--- src/rtl/exe_hazard_fwd_ctrl_if.sv ---
// Bundle between ID decode and the EXE hazard/forwarding controller.
// The master side is the ID stage; the slave side is the controller.
interface exe_hazard_fwd_ctrl_if #(
   parameter int REG_AW = 4,
   parameter int CNT_W  = 16
);
   logic              forward_en;
   logic              mem_freeze;
   logic              flush;
   logic              id_valid;
   logic [REG_AW-1:0] id_src1;
   logic              id_src1_used;
   logic [REG_AW-1:0] id_src2;
   logic              id_src2_used;
   logic [REG_AW-1:0] id_dest;
   logic              id_wb_en;
   logic              id_mem_r;
   logic              hazard_stall;
   logic [1:0]        sel_src1;
   logic [1:0]        sel_src2;
   logic [CNT_W-1:0]  stall_cycles;

   modport master (
      output forward_en, mem_freeze, flush, id_valid,
      output id_src1, id_src1_used, id_src2, id_src2_used,
      output id_dest, id_wb_en, id_mem_r,
      input  hazard_stall, sel_src1, sel_src2, stall_cycles
   );

   modport slave (
      input  forward_en, mem_freeze, flush, id_valid,
      input  id_src1, id_src1_used, id_src2, id_src2_used,
      input  id_dest, id_wb_en, id_mem_r,
      output hazard_stall, sel_src1, sel_src2, stall_cycles
   );
endinterface

--- src/rtl/exe_hazard_fwd_ctrl.sv ---
// EXE-stage hazard detection and forwarding-select scheduler: tracks EXE/MEM
// destination records, stalls ID on unresolved RAW, registers operand selects.
module exe_hazard_fwd_ctrl #(
   parameter int REG_AW = 4,
   parameter int CNT_W  = 16
) (
   input  logic                 clk,
   input  logic                 rst,
   exe_hazard_fwd_ctrl_if.slave bus
);

   typedef struct packed {
      logic              valid;
      logic [REG_AW-1:0] dest;
      logic              wb_en;
      logic              mem_r;
   } rec_t;

   localparam logic [1:0]       SEL_RF  = 2'b00;
   localparam logic [1:0]       SEL_MEM = 2'b01;
   localparam logic [1:0]       SEL_WB  = 2'b10;
   localparam logic [CNT_W-1:0] CNT_MAX = {CNT_W{1'b1}};
   localparam logic [CNT_W-1:0] CNT_ONE = {{(CNT_W-1){1'b0}}, 1'b1};

   rec_t             exe_q, exe_d, mem_q, mem_d;
   logic [1:0]       sel1_q, sel1_d, sel2_q, sel2_d;
   logic [CNT_W-1:0] cnt_q, cnt_d;

   logic       m1e_s, m2e_s, m1m_s, m2m_s;
   logic       raw_s, hazard_stall_s, issue_s;
   logic [1:0] nsel1_s, nsel2_s;

   function automatic logic rec_match(input rec_t r, input logic used,
                                      input logic [REG_AW-1:0] src);
      return used & r.valid & r.wb_en & (r.dest == src);
   endfunction

   // Youngest producer (EXE) wins over the older one in MEM.
   function automatic logic [1:0] fwd_sel(input logic fwd_en, input logic m_exe,
                                          input logic m_mem);
      logic [1:0] sel;
      if (!fwd_en) begin
         sel = SEL_RF;
      end else if (m_exe) begin
         sel = SEL_MEM;
      end else if (m_mem) begin
         sel = SEL_WB;
      end else begin
         sel = SEL_RF;
      end
      return sel;
   endfunction

   // Source/record matching, RAW detection and next forwarding selects.
   always_comb begin
      m1e_s = rec_match(exe_q, bus.id_src1_used, bus.id_src1);
      m2e_s = rec_match(exe_q, bus.id_src2_used, bus.id_src2);
      m1m_s = rec_match(mem_q, bus.id_src1_used, bus.id_src1);
      m2m_s = rec_match(mem_q, bus.id_src2_used, bus.id_src2);
      if (bus.forward_en) begin
         raw_s = (m1e_s | m2e_s) & exe_q.mem_r;
      end else begin
         raw_s = m1e_s | m2e_s | m1m_s | m2m_s;
      end
      hazard_stall_s = bus.id_valid & ~bus.flush & raw_s;
      issue_s        = bus.id_valid & ~hazard_stall_s & ~bus.flush;
      nsel1_s        = fwd_sel(bus.forward_en, m1e_s, m1m_s);
      nsel2_s        = fwd_sel(bus.forward_en, m2e_s, m2m_s);
   end

   // Next state: advance the records unless the SRAM freeze holds everything.
   always_comb begin
      exe_d  = exe_q;
      mem_d  = mem_q;
      sel1_d = sel1_q;
      sel2_d = sel2_q;
      cnt_d  = cnt_q;
      if (!bus.mem_freeze) begin
         mem_d = exe_q;
         if (issue_s) begin
            exe_d.valid = 1'b1;
            exe_d.dest  = bus.id_dest;
            exe_d.wb_en = bus.id_wb_en;
            exe_d.mem_r = bus.id_mem_r;
            sel1_d      = nsel1_s;
            sel2_d      = nsel2_s;
         end else begin
            exe_d  = '0;
            sel1_d = SEL_RF;
            sel2_d = SEL_RF;
         end
         if (hazard_stall_s && (cnt_q != CNT_MAX)) begin
            cnt_d = cnt_q + CNT_ONE;
         end else begin
            cnt_d = cnt_q;
         end
      end else begin
         exe_d  = exe_q;
         mem_d  = mem_q;
         sel1_d = sel1_q;
         sel2_d = sel2_q;
         cnt_d  = cnt_q;
      end
   end

   // State registers with synchronous reset.
   always_ff @(posedge clk) begin
      if (rst) begin
         exe_q  <= '0;
         mem_q  <= '0;
         sel1_q <= SEL_RF;
         sel2_q <= SEL_RF;
         cnt_q  <= '0;
      end else begin
         exe_q  <= exe_d;
         mem_q  <= mem_d;
         sel1_q <= sel1_d;
         sel2_q <= sel2_d;
         cnt_q  <= cnt_d;
      end
   end

   assign bus.hazard_stall = hazard_stall_s;
   assign bus.sel_src1     = sel1_q;
   assign bus.sel_src2     = sel2_q;
   assign bus.stall_cycles = cnt_q;

endmodule

--- src/flat_wrapper.sv ---
// flat-port wrapper written by rule: the top's interface ports become plain ports
module exe_hazard_fwd_ctrl_flat 
#(
   parameter int REG_AW = 4,
   parameter int CNT_W  = 16
)
  (clk, rst, bus_forward_en, bus_mem_freeze, bus_flush, bus_id_valid, bus_id_src1, bus_id_src1_used, bus_id_src2, bus_id_src2_used, bus_id_dest, bus_id_wb_en, bus_id_mem_r, bus_hazard_stall, bus_sel_src1, bus_sel_src2, bus_stall_cycles);
  exe_hazard_fwd_ctrl_if #(.REG_AW(REG_AW), .CNT_W(CNT_W)) bus_i ();
  input  logic clk;
  input  logic rst;
  input wire logic [$bits(bus_i.forward_en)-1:0] bus_forward_en;
  input wire logic [$bits(bus_i.mem_freeze)-1:0] bus_mem_freeze;
  input wire logic [$bits(bus_i.flush)-1:0] bus_flush;
  input wire logic [$bits(bus_i.id_valid)-1:0] bus_id_valid;
  input wire logic [$bits(bus_i.id_src1)-1:0] bus_id_src1;
  input wire logic [$bits(bus_i.id_src1_used)-1:0] bus_id_src1_used;
  input wire logic [$bits(bus_i.id_src2)-1:0] bus_id_src2;
  input wire logic [$bits(bus_i.id_src2_used)-1:0] bus_id_src2_used;
  input wire logic [$bits(bus_i.id_dest)-1:0] bus_id_dest;
  input wire logic [$bits(bus_i.id_wb_en)-1:0] bus_id_wb_en;
  input wire logic [$bits(bus_i.id_mem_r)-1:0] bus_id_mem_r;
  output wire logic [$bits(bus_i.hazard_stall)-1:0] bus_hazard_stall;
  output wire logic [$bits(bus_i.sel_src1)-1:0] bus_sel_src1;
  output wire logic [$bits(bus_i.sel_src2)-1:0] bus_sel_src2;
  output wire logic [$bits(bus_i.stall_cycles)-1:0] bus_stall_cycles;
  assign bus_i.forward_en = bus_forward_en;
  assign bus_i.mem_freeze = bus_mem_freeze;
  assign bus_i.flush = bus_flush;
  assign bus_i.id_valid = bus_id_valid;
  assign bus_i.id_src1 = bus_id_src1;
  assign bus_i.id_src1_used = bus_id_src1_used;
  assign bus_i.id_src2 = bus_id_src2;
  assign bus_i.id_src2_used = bus_id_src2_used;
  assign bus_i.id_dest = bus_id_dest;
  assign bus_i.id_wb_en = bus_id_wb_en;
  assign bus_i.id_mem_r = bus_id_mem_r;
  assign bus_hazard_stall = bus_i.hazard_stall;
  assign bus_sel_src1 = bus_i.sel_src1;
  assign bus_sel_src2 = bus_i.sel_src2;
  assign bus_stall_cycles = bus_i.stall_cycles;
  exe_hazard_fwd_ctrl #(.REG_AW(REG_AW), .CNT_W(CNT_W)) u_core (.clk(clk), .rst(rst), .bus(bus_i));
endmodule
--- config.mk ---
export PLATFORM = sky130hd
export DESIGN_NAME = exe_hazard_fwd_ctrl_flat
export DESIGN_NICKNAME = d
export VERILOG_FILES = /design/src/rtl/exe_hazard_fwd_ctrl_if.sv /design/src/rtl/exe_hazard_fwd_ctrl.sv /design/src/flat_wrapper.sv
export SDC_FILE = /design/constraint.sdc
export NUM_CORES = 1
export LEC_CHECK = 0
export ABC_AREA = 1
export CAP_MARGIN = 5
export CORE_AREA = 2 2 92 72
export CTS_CLUSTER_DIAMETER = 30
export CTS_CLUSTER_SIZE = 8
export DETAILED_ROUTE_END_ITERATION = 12
export DIE_AREA = 0 0 94 74
export PLACE_DENSITY = 0.57
export RECOVER_POWER = 100
export SYNTH_ARGS = -nofsm -noshare
export SYNTH_HDL_FRONTEND = slang
export SYNTH_SLANG_ARGS = --single-unit
--- constraint.sdc ---
create_clock -name clk -period 3.5 [get_ports clk]
set_input_delay 0.7 -clock clk [delete_from_list [all_inputs] [get_ports clk]]
set_output_delay 0.7 -clock clk [all_outputs]
set_load 0.005 [all_outputs]
## Word-level counts from Yosys, hierarchy flattened

Index checks and enable logic that the tools add are counted.

| word-level totals | value |
|---|---|
| register bits after elaboration | 33 |
| latch bits | 0 |
| bits in writable memories | 0 |
| memory bits (read-only) | 0 |
| bits of input ports | 22 |
| output and inout bits | 21 |
| word-level logic and storage cells | 51 |
| memories kept | 0 |

| cells by class | value |
|---|---|
| add/sub/neg operators | 1 |
| multipliers | 0 |
| div/mod/pow operators | 0 |
| magnitude comparators | 0 |
| equal/unequal tests | 5 |
| shift-type cells | 0 |
| muxes and demuxes | 10 |
| bitwise logic cells | 23 |
| reductions and logical operators | 2 |

Operator list:

| operator | number |
|---|---|
| bitwise AND 1 bit | 17 |
| adder 16 x 1 -> 16 bit, second input constant | 1 |
| == test 4 bit | 4 |
| 2-to-1 mux 2 bit | 8 |
| inequality test 16 bit, second input constant | 1 |
| 2-to-1 mux 7 bit | 1 |
| NOT 1 bit | 3 |
| bitwise OR 1 bit | 3 |
| AND reduction 2 bit | 1 |
| logical AND 1 bit | 1 |
| 2-to-1 mux 1 bit | 1 |

## Depth between registers and ports, before layout

Gate-level depths: netlist (run 1).

| depth | value |
|---|---|
| depth after elaboration | 12 |
| mapped depth | 12 |
| depth with buffers taken out | 11 |

## Least setup slack after synthesis (run 1)

Ideal clock, no wire load.

| path | value |
|---|---|
| kind | input port to output port |
| start point | input bus_id_src2[2] |
| end point | output bus_hazard_stall |
| arrival time | 1502 ps |
| required time | 2800 ps |
| slack | 1298 ps |
| stages | 10 |
| buffers on the path | 0 |
| cells stage by stage | inv_1 nand2_1 nand2_1 nor2_1 nand3_1 nand2_1 nand2_1 nand2_4 inv_1 nor3_1 |

| on the way | value |
|---|---|
| longest elaborated chain between the ends | 7 |
| elaborated cells on any way between the ends | 10 |
| classes of those cells | 2 x eq/ne; 1 x mux; 7 x bitwise |

Ends and longest elaborated chain:

| item | line | source |
|---|---|---|
| start: declaration | flat_wrapper.sv:17 | `input wire logic [$bits(bus_i.id_src2)-1:0] bus_id_src2;` |
| == test 4 bit | exe_hazard_fwd_ctrl.sv:35 | `return used & r.valid & r.wb_en & (r.dest == src);` |
| bitwise AND 1 bit | exe_hazard_fwd_ctrl.sv:35 |  |
| bitwise OR 1 bit | exe_hazard_fwd_ctrl.sv:61, exe_hazard_fwd_ctrl.sv:63 |  |
| bitwise OR 1 bit (2 in a row) | exe_hazard_fwd_ctrl.sv:63 | `raw_s = m1e_s \| m2e_s \| m1m_s \| m2m_s;` |
| 2-to-1 mux 1 bit * | exe_hazard_fwd_ctrl.sv:60 | `if (bus.forward_en) begin` |
| bitwise AND 1 bit * | exe_hazard_fwd_ctrl.sv:65 | `hazard_stall_s = bus.id_valid & ~bus.flush & raw_s;` |
| end: declaration | flat_wrapper.sv:22 | `output wire logic [$bits(bus_i.hazard_stall)-1:0] bus_hazard_stall;` |

Every way passes the cells marked *; elsewhere a longest branch is shown, timed or not.

## Worst setup path after layout (run 1)

Ends and elaborated chain as after synthesis.

==> results by group, run 1 <==
Run status
  – Outcome: completed

Timing
  – Rel. slew slack: 39.2%
  – Max Clk Rate: 304 MHz
  – Worst slew pin tran: 0.912 ns
  – Final setup viols: 0
  – Worst Skew: 0.00386 ns
  – Final Cycle Share: 94.0%
  – Hold Fails Final Rpt: 0
  – Final min period: 3.29 ns
  – RSZ-0062 raised after global routing: false
  – Setup TNS: 0 ns
  – Max-slew violation count: 0

Floorplanning
  – Chip Width: 94 um
  – Initial core utilization: 32.6%
  – Die Ht: 74 um
  – Boundary pin count: 43
  – Die area: 6960 sq um
  – Cell Rows: 25
  – Core ar.: 6100 sq um

Critical path
  – CP endpoint kind: primary output
  – Critical path class: input pin to primary output
  – Crit-path max FO: 3
  – CP startpoint kind: input pin
  – Req. time, crit path: 2.80 ns
  – Worst Path Arrival: 2.59 ns

Power and ir drop
  – Worst ir drop on vdd: 0.134 mV
  – Pleak: 0.965 nW
  – Power per Cell Area: 301 nW/um^2
  – Total power draw: 0.000760 W

Global routing
  – Total GRT Usage: 15.3%
  – First-pass GRT wire length: 8220 um
  – Grt total ovfl: 0
  – Largest net degree at the start of global routing: 34
  – Vias in the first global route: 1788
  – Number of antenna violations at the first check in global routing: 0

Routing
  – Post-route DRC: 0
  – DR iter-0 viols: 56
  – Total Wirelength: 5040 um
  – 1st-pass router iterations: 4
  – ANT nets after route: 0
  – Vias: 1961
  – Via/cell ratio: 4.69
  – Wire per inst: 12.1 um

Final layout
  – Fin area: 2530 sq um
  – # diodes: 0
  – Final nets: 360
  – Layout cells sized above 1: 7.42%
  – Syn-to-layout area delta: 27.2%

Clock tree
  – Clk_lat worst skew: 0.29 ns
  – Root buffer cell: clkbuf_8
  – # Post-CTS Setup Buffers: 0
  – CTS max path bufs: 2
  – Clock slew at reported path FFs: 0.07 ns
  – TritonCTS buffer count: 5
  – H-tree depth: 2
  – Hold_buf cts: 0
  – TritonCTS clock tree: done
  – Post_cts resized: 0
  – Clock sinks: 33

Logic synthesis
  – Post-synthesis cell area: 1990 sq um
  – Top cells by count, synth: nand2_1 (87), dfxtp_1 (33), nand3_1 (32)
  – Synth area leaders: dfxtp_1 (33%), nand2_1 (16%), nand3_1 (8.1%)
  – Post-synth EDFFs: 0
  – Top cell type's share of synthesized area: 33.2%
  – Mapped Cells: 295
  – Top-count cell post-synth: nand2_1
  – Yosys top cell by area: dfxtp_1
  – Seq cells post-synth: 33
  – Synth unique cells: 29
  – Register area share after synthesis: 33.2%
  – Post-Syn Nets: 318
  – Syn avg cell area: 6.74 sq um
  – Ys async rst share: 0%
  – Ys flop type: dfxtp_1
  – Ys Warns: 0

Placed design
  – Gpl congestion: 0.814
  – Detailed Place HPWL: 3530 um
  – Port Buffers: 42
  – Post-placement cell area: 2480 sq um

Run
  – Maxcap violations: 0

Hold path
  – Hold Crit Class: flop to flop
[metal layers]
layer / part of all wire (%) / global-route usage, %
met1: 49 / 19.8
met2: 44 / 24.9
met3: 5.3 / 3.95
met4: 1.4 / 5.48
met5: 0 / 0
[area by class of cell]
cell class,instances,area (sq um)
clock buffers,7,86.3
fillers,636,3570
inverters,29,109
multi-input cells,220,1120
flip-flops and latches,33,661
well taps,81,101
repair buffers,48,454
[placed cells by master (no fill, tap or decap), drive strengths merged]
master	n
buf	3
dfxtp	33
nand4	10
clkdlybuf4s50	21
nand3b	1
ha	1
nor3b	1
nor2b	2
xor2	11
o21a	1
or2	1
xnor2	6
clkbuf	10
nand2	90
a211oi	4
inv	29
nor2	21
nor3	10
a21oi	29
nand3	32
dlygate4sd3	21
[worst paths after layout]
path,start,end,slack (ns),cells past startpoint
setup reg to reg,u_core.bus.stall_cycles[0],u_core.bus.stall_cycles[14],1.13,8
hold reg to reg,u_core.bus.sel_src2[1],u_core.bus.sel_src2[1],0.46,2
hold / removal,u_core.bus.sel_src2[1],u_core.bus.sel_src2[1],0.46,2
setup / recovery,bus_id_src2[2],bus_hazard_stall,0.21,12
[kinds of logic after synthesis]
kind of cell / count (synthesis) / share of synthesized area, %
AOI/OAI and AO/OA: 34 / 11.1
xor gates and xnor gates: 17 / 7.49
adders and majority gates: 1 / 0.630
buffers and inverters: 42 / 9.00
DFF: 33 / 33.2
and+or+nand+nor: 168 / 38.5
[stage by stage]
step                utilization [%]  hold slack (ns)  setup WS, ns  instances
global placement               40.7            0.453         0.208        411
detailed placement             40.7            0.457         0.192        411
CTS                            42.1            0.470         0.171        418
global route                   41.4            0.486        0.0111        418
floorplan                         -            0.441          1.30        295
finish                         41.4            0.463         0.209        418
[worst max-delay path, cell delays in order]
cell and delay (ns):
clkdlybuf4s50_1 0.50, inv_1 0.06, nand2_1 0.05, nand2_1 0.05
nor2_1 0.11, nand3_1 0.13, nand2_1 0.09, nand2_1 0.09
nand2_4 0.07, inv_1 0.05, nor3_1 0.14, clkdlybuf4s50_1 0.53
[registers in the layout (all words and copies together) (netlist names)]
name,flops
u_core.bus.sel_src1,2
u_core.exe_q,7
u_core.bus.sel_src2,2
u_core.mem_q,6
u_core.bus.stall_cycles,16
[power by group]
part           total [W]  internal, W  switching (W)
clock network   0.000301     0.000156       0.000145
logic          0.0000735    0.0000355      0.0000380
registers       0.000385     0.000380     0.00000503
Power figures use the tool's default switching activity.
==> run 2, diff against run 1 <==
Settings changed: CTS_CLUSTER_SIZE 8 to 40.
==> results of run 2 <==
Final layout, timing and power as in run 1 (identical DEF).
==> run 3, diff against run 2 <==
Settings changed: GPL_TIMING_DRIVEN set to 0.
==> run 3 against run 2 <==
  * Clock skew increased by 0.0029 ns
  * First-iteration DRC count grew 14%
  * Critical path type unchanged
  * Register-to-register slack got worse by 0.16 ns
  * Setup slack got worse by 0.0061 ns
  * Critical endpoint unchanged
  * Utilization is 0.70 points higher
==> results by group, run 3 (synthesized netlist as in run 1, its figures left out) <==
Run status
  – Outcome: completed

Critical path
  – Worst Path Arrival: 2.60 ns (about the same)
  – CP endpoint kind: primary output
  – CP startpoint kind: input pin
  – Critical path class: input pin to primary output
  – Crit-path max FO: 3 (unchanged)
  – Req. time, crit path: 2.80 ns (about the same)

Timing
  – Final setup viols: 0 (unchanged)
  – Rel. slew slack: 58.4% (+19 points)
  – Max-slew violation count: 0 (unchanged)
  – Worst slew pin tran: 0.624 ns (-0.289 ns)
  – Worst Skew: 0.00673 ns (+0.00287 ns)
  – RSZ-0062 raised after global routing: false
  – Setup TNS: 0 ns (unchanged)
  – Final Cycle Share: 94.2% (+0.17 points)
  – Hold Fails Final Rpt: 0 (unchanged)
  – Max Clk Rate: 303 MHz (-0.18%)
  – Final min period: 3.30 ns (+0.00609 ns)

Routing
  – Via/cell ratio: 4.74 (+1.1%)
  – DR iter-0 viols: 64 (+14%)
  – ANT nets after route: 0 (unchanged)
  – Post-route DRC: 0 (unchanged)
  – Vias: 2020 (+3.0%)
  – Total Wirelength: 5390 um (+6.9%)
  – Wire per inst: 12.7 um (+4.9%)
  – 1st-pass router iterations: 6 (+2)

Clock tree
  – Clk_lat worst skew: 0.29 ns (about the same)
  – H-tree depth: 2 (unchanged)
  – Clock slew at reported path FFs: 0.07 ns (about the same)
  – TritonCTS buffer count: 5 (unchanged)
  – TritonCTS clock tree: done
  – Hold_buf cts: 0 (unchanged)
  – CTS max path bufs: 2 (unchanged)
  – Clock sinks: 33 (unchanged)
  – Root buffer cell: clkbuf_8

Final layout
  – Layout cells sized above 1: 8.70% (+1.3 points)
  – Core Util, Final: 42.1% (+0.70 points)
  – # diodes: 0 (unchanged)
  – Final nets: 367 (+1.9%)
  – Syn-to-layout area delta: 29.3%
  – Commonest cells after routing, fill and taps aside: nand2_1 (87), dfxtp_1 (33), nand3_1 (31)
  – Fill cells: 680 (+6.9%)
  – Most common cell after layout, fill and taps aside: nand2_1
  – Number of flip-flops under the largest register name: 16 (unchanged)

Power and ir drop
  – Worst ir drop on vdd: 0.124 mV (-7.7%)
  – Power per Cell Area: 295 nW/um^2 (-1.9%)
  – Pleak: 0.969 nW (+0.40%)

Global routing
  – Largest net degree at the start of global routing: 12 (-65%)
  – Grt total ovfl: 0 (unchanged)
  – Total GRT Usage: 15.9% (+0.64 points)
  – Vias in the first global route: 1850 (+3.5%)
  – First-pass GRT wire length: 8710 um (+6.0%)
  – Number of antenna violations at the first check in global routing: 0 (unchanged)

Run
  – Maxcap violations: 0 (unchanged)

Floorplanning
  – Cell Rows: 25 (unchanged)
  – Chip Width: 94 um (unchanged)
  – Core ar.: 6100 sq um (unchanged)
  – Die area: 6960 sq um (unchanged)
  – Boundary pin count: 43 (unchanged)
  – Die Ht: 74 um (unchanged)
  – Initial core utilization: 32.6% (unchanged)

Hold path
  – Hold Crit Class: flop to flop

Placed design
  – Gpl congestion: 0.831 (+2.1%)
  – Port Buffers: 41 (-2.4%)
  – Detailed Place HPWL: 3970 um (+13%)
==> run 3: cell types whose count changed in the layout (fill, tap and decap cells not counted), sizes merged <==
cell / previous run / this run
clkdlybuf4s50: 21 / 20
clkinv: 0 / 2
clkbuf: 10 / 16
clkinvlp: 0 / 1
==> run 3: routing by layer <==
layer / global-route usage [%] / share of wire [%] / vias to the layer above
li1: - / - / 1053
met1: 22.4 / 50 / 913
met2: 25.4 / 44 / 47
met3: 3.75 / 4.5 / 7
met4: 2.90 / 0.78 / 0
met5: 0 / 0 / -
==> run 3: worst paths after layout <==
check / end / start / slack (ns) / cells past startpoint
max: bus_hazard_stall / bus_id_src2[2] / 0.20 / 12
min reg2reg: u_core.bus.sel_src2[1] / u_core.bus.sel_src2[1] / 0.46 / 2
max reg2reg: u_core.bus.stall_cycles[9] / u_core.bus.stall_cycles[0] / 0.97 / 10
min: u_core.bus.sel_src2[1] / u_core.bus.sel_src2[1] / 0.46 / 2
==> run 3: metrics by stage <==
stage / area, sq um / power, W / hold slack (ns) / setup slack, ns / std cells
floorplan: 1990 / 0.000432 / 0.441 / 1.30 / 295
finish: 2570 / 0.000758 / 0.464 / 0.203 / 426
detailed placement: 2500 / 0.000470 / 0.459 / 0.0593 / 417
global route: 2570 / 0.000788 / 0.474 / 0.00738 / 426
global placement: 2500 / 0.000470 / 0.453 / 0.0563 / 417
CTS: 2580 / 0.000762 / 0.470 / 0.0433 / 425
==> run 3: area by class of cell <==
type / instances / area (sq um) / share of cell area [%]
Inverter: 29 / 109 / 4.24
Buffer: 13 / 50.0 / 1.95
Clock buffer: 5 / 68.8 / 2.68
Timing Repair Buffer: 42 / 418 / 16.3
Sequential cell: 33 / 661 / 25.7
Clock inverter: 3 / 17.5 / 0.682
Multi-Input combinational cell: 220 / 1140 / 44.5
Tap cell: 81 / 101 / 3.94
==> run 3: what timing repair did <==
item                                    4_1_cts  5_1_grt
endpoints found under the setup margin        0        1
resized for setup                             0        1
setup buffers                                 0        1
==> run 3: report_power, final <==
group | leakage, nW | internal, W | switching (W)
clock network | 0.0439 | 0.000137 | 0.000160
registers | 0.267 | 0.000380 | 0.00000491
logic | 0.658 | 0.0000353 | 0.0000408
total | 0.969 | 0.000553 | 0.000205
==> run 3: worst max-delay path, stage by stage <==
cell	delay, ns
clkdlybuf4s50_1	0.50
inv_1	0.07
nand2_1	0.06
nand2_1	0.05
nor2_1	0.14
nand3_2	0.11
nand2_1	0.08
nand2_1	0.09
nand2_4	0.08
inv_1	0.05
nor3_1	0.13
clkdlybuf4s50_1	0.53
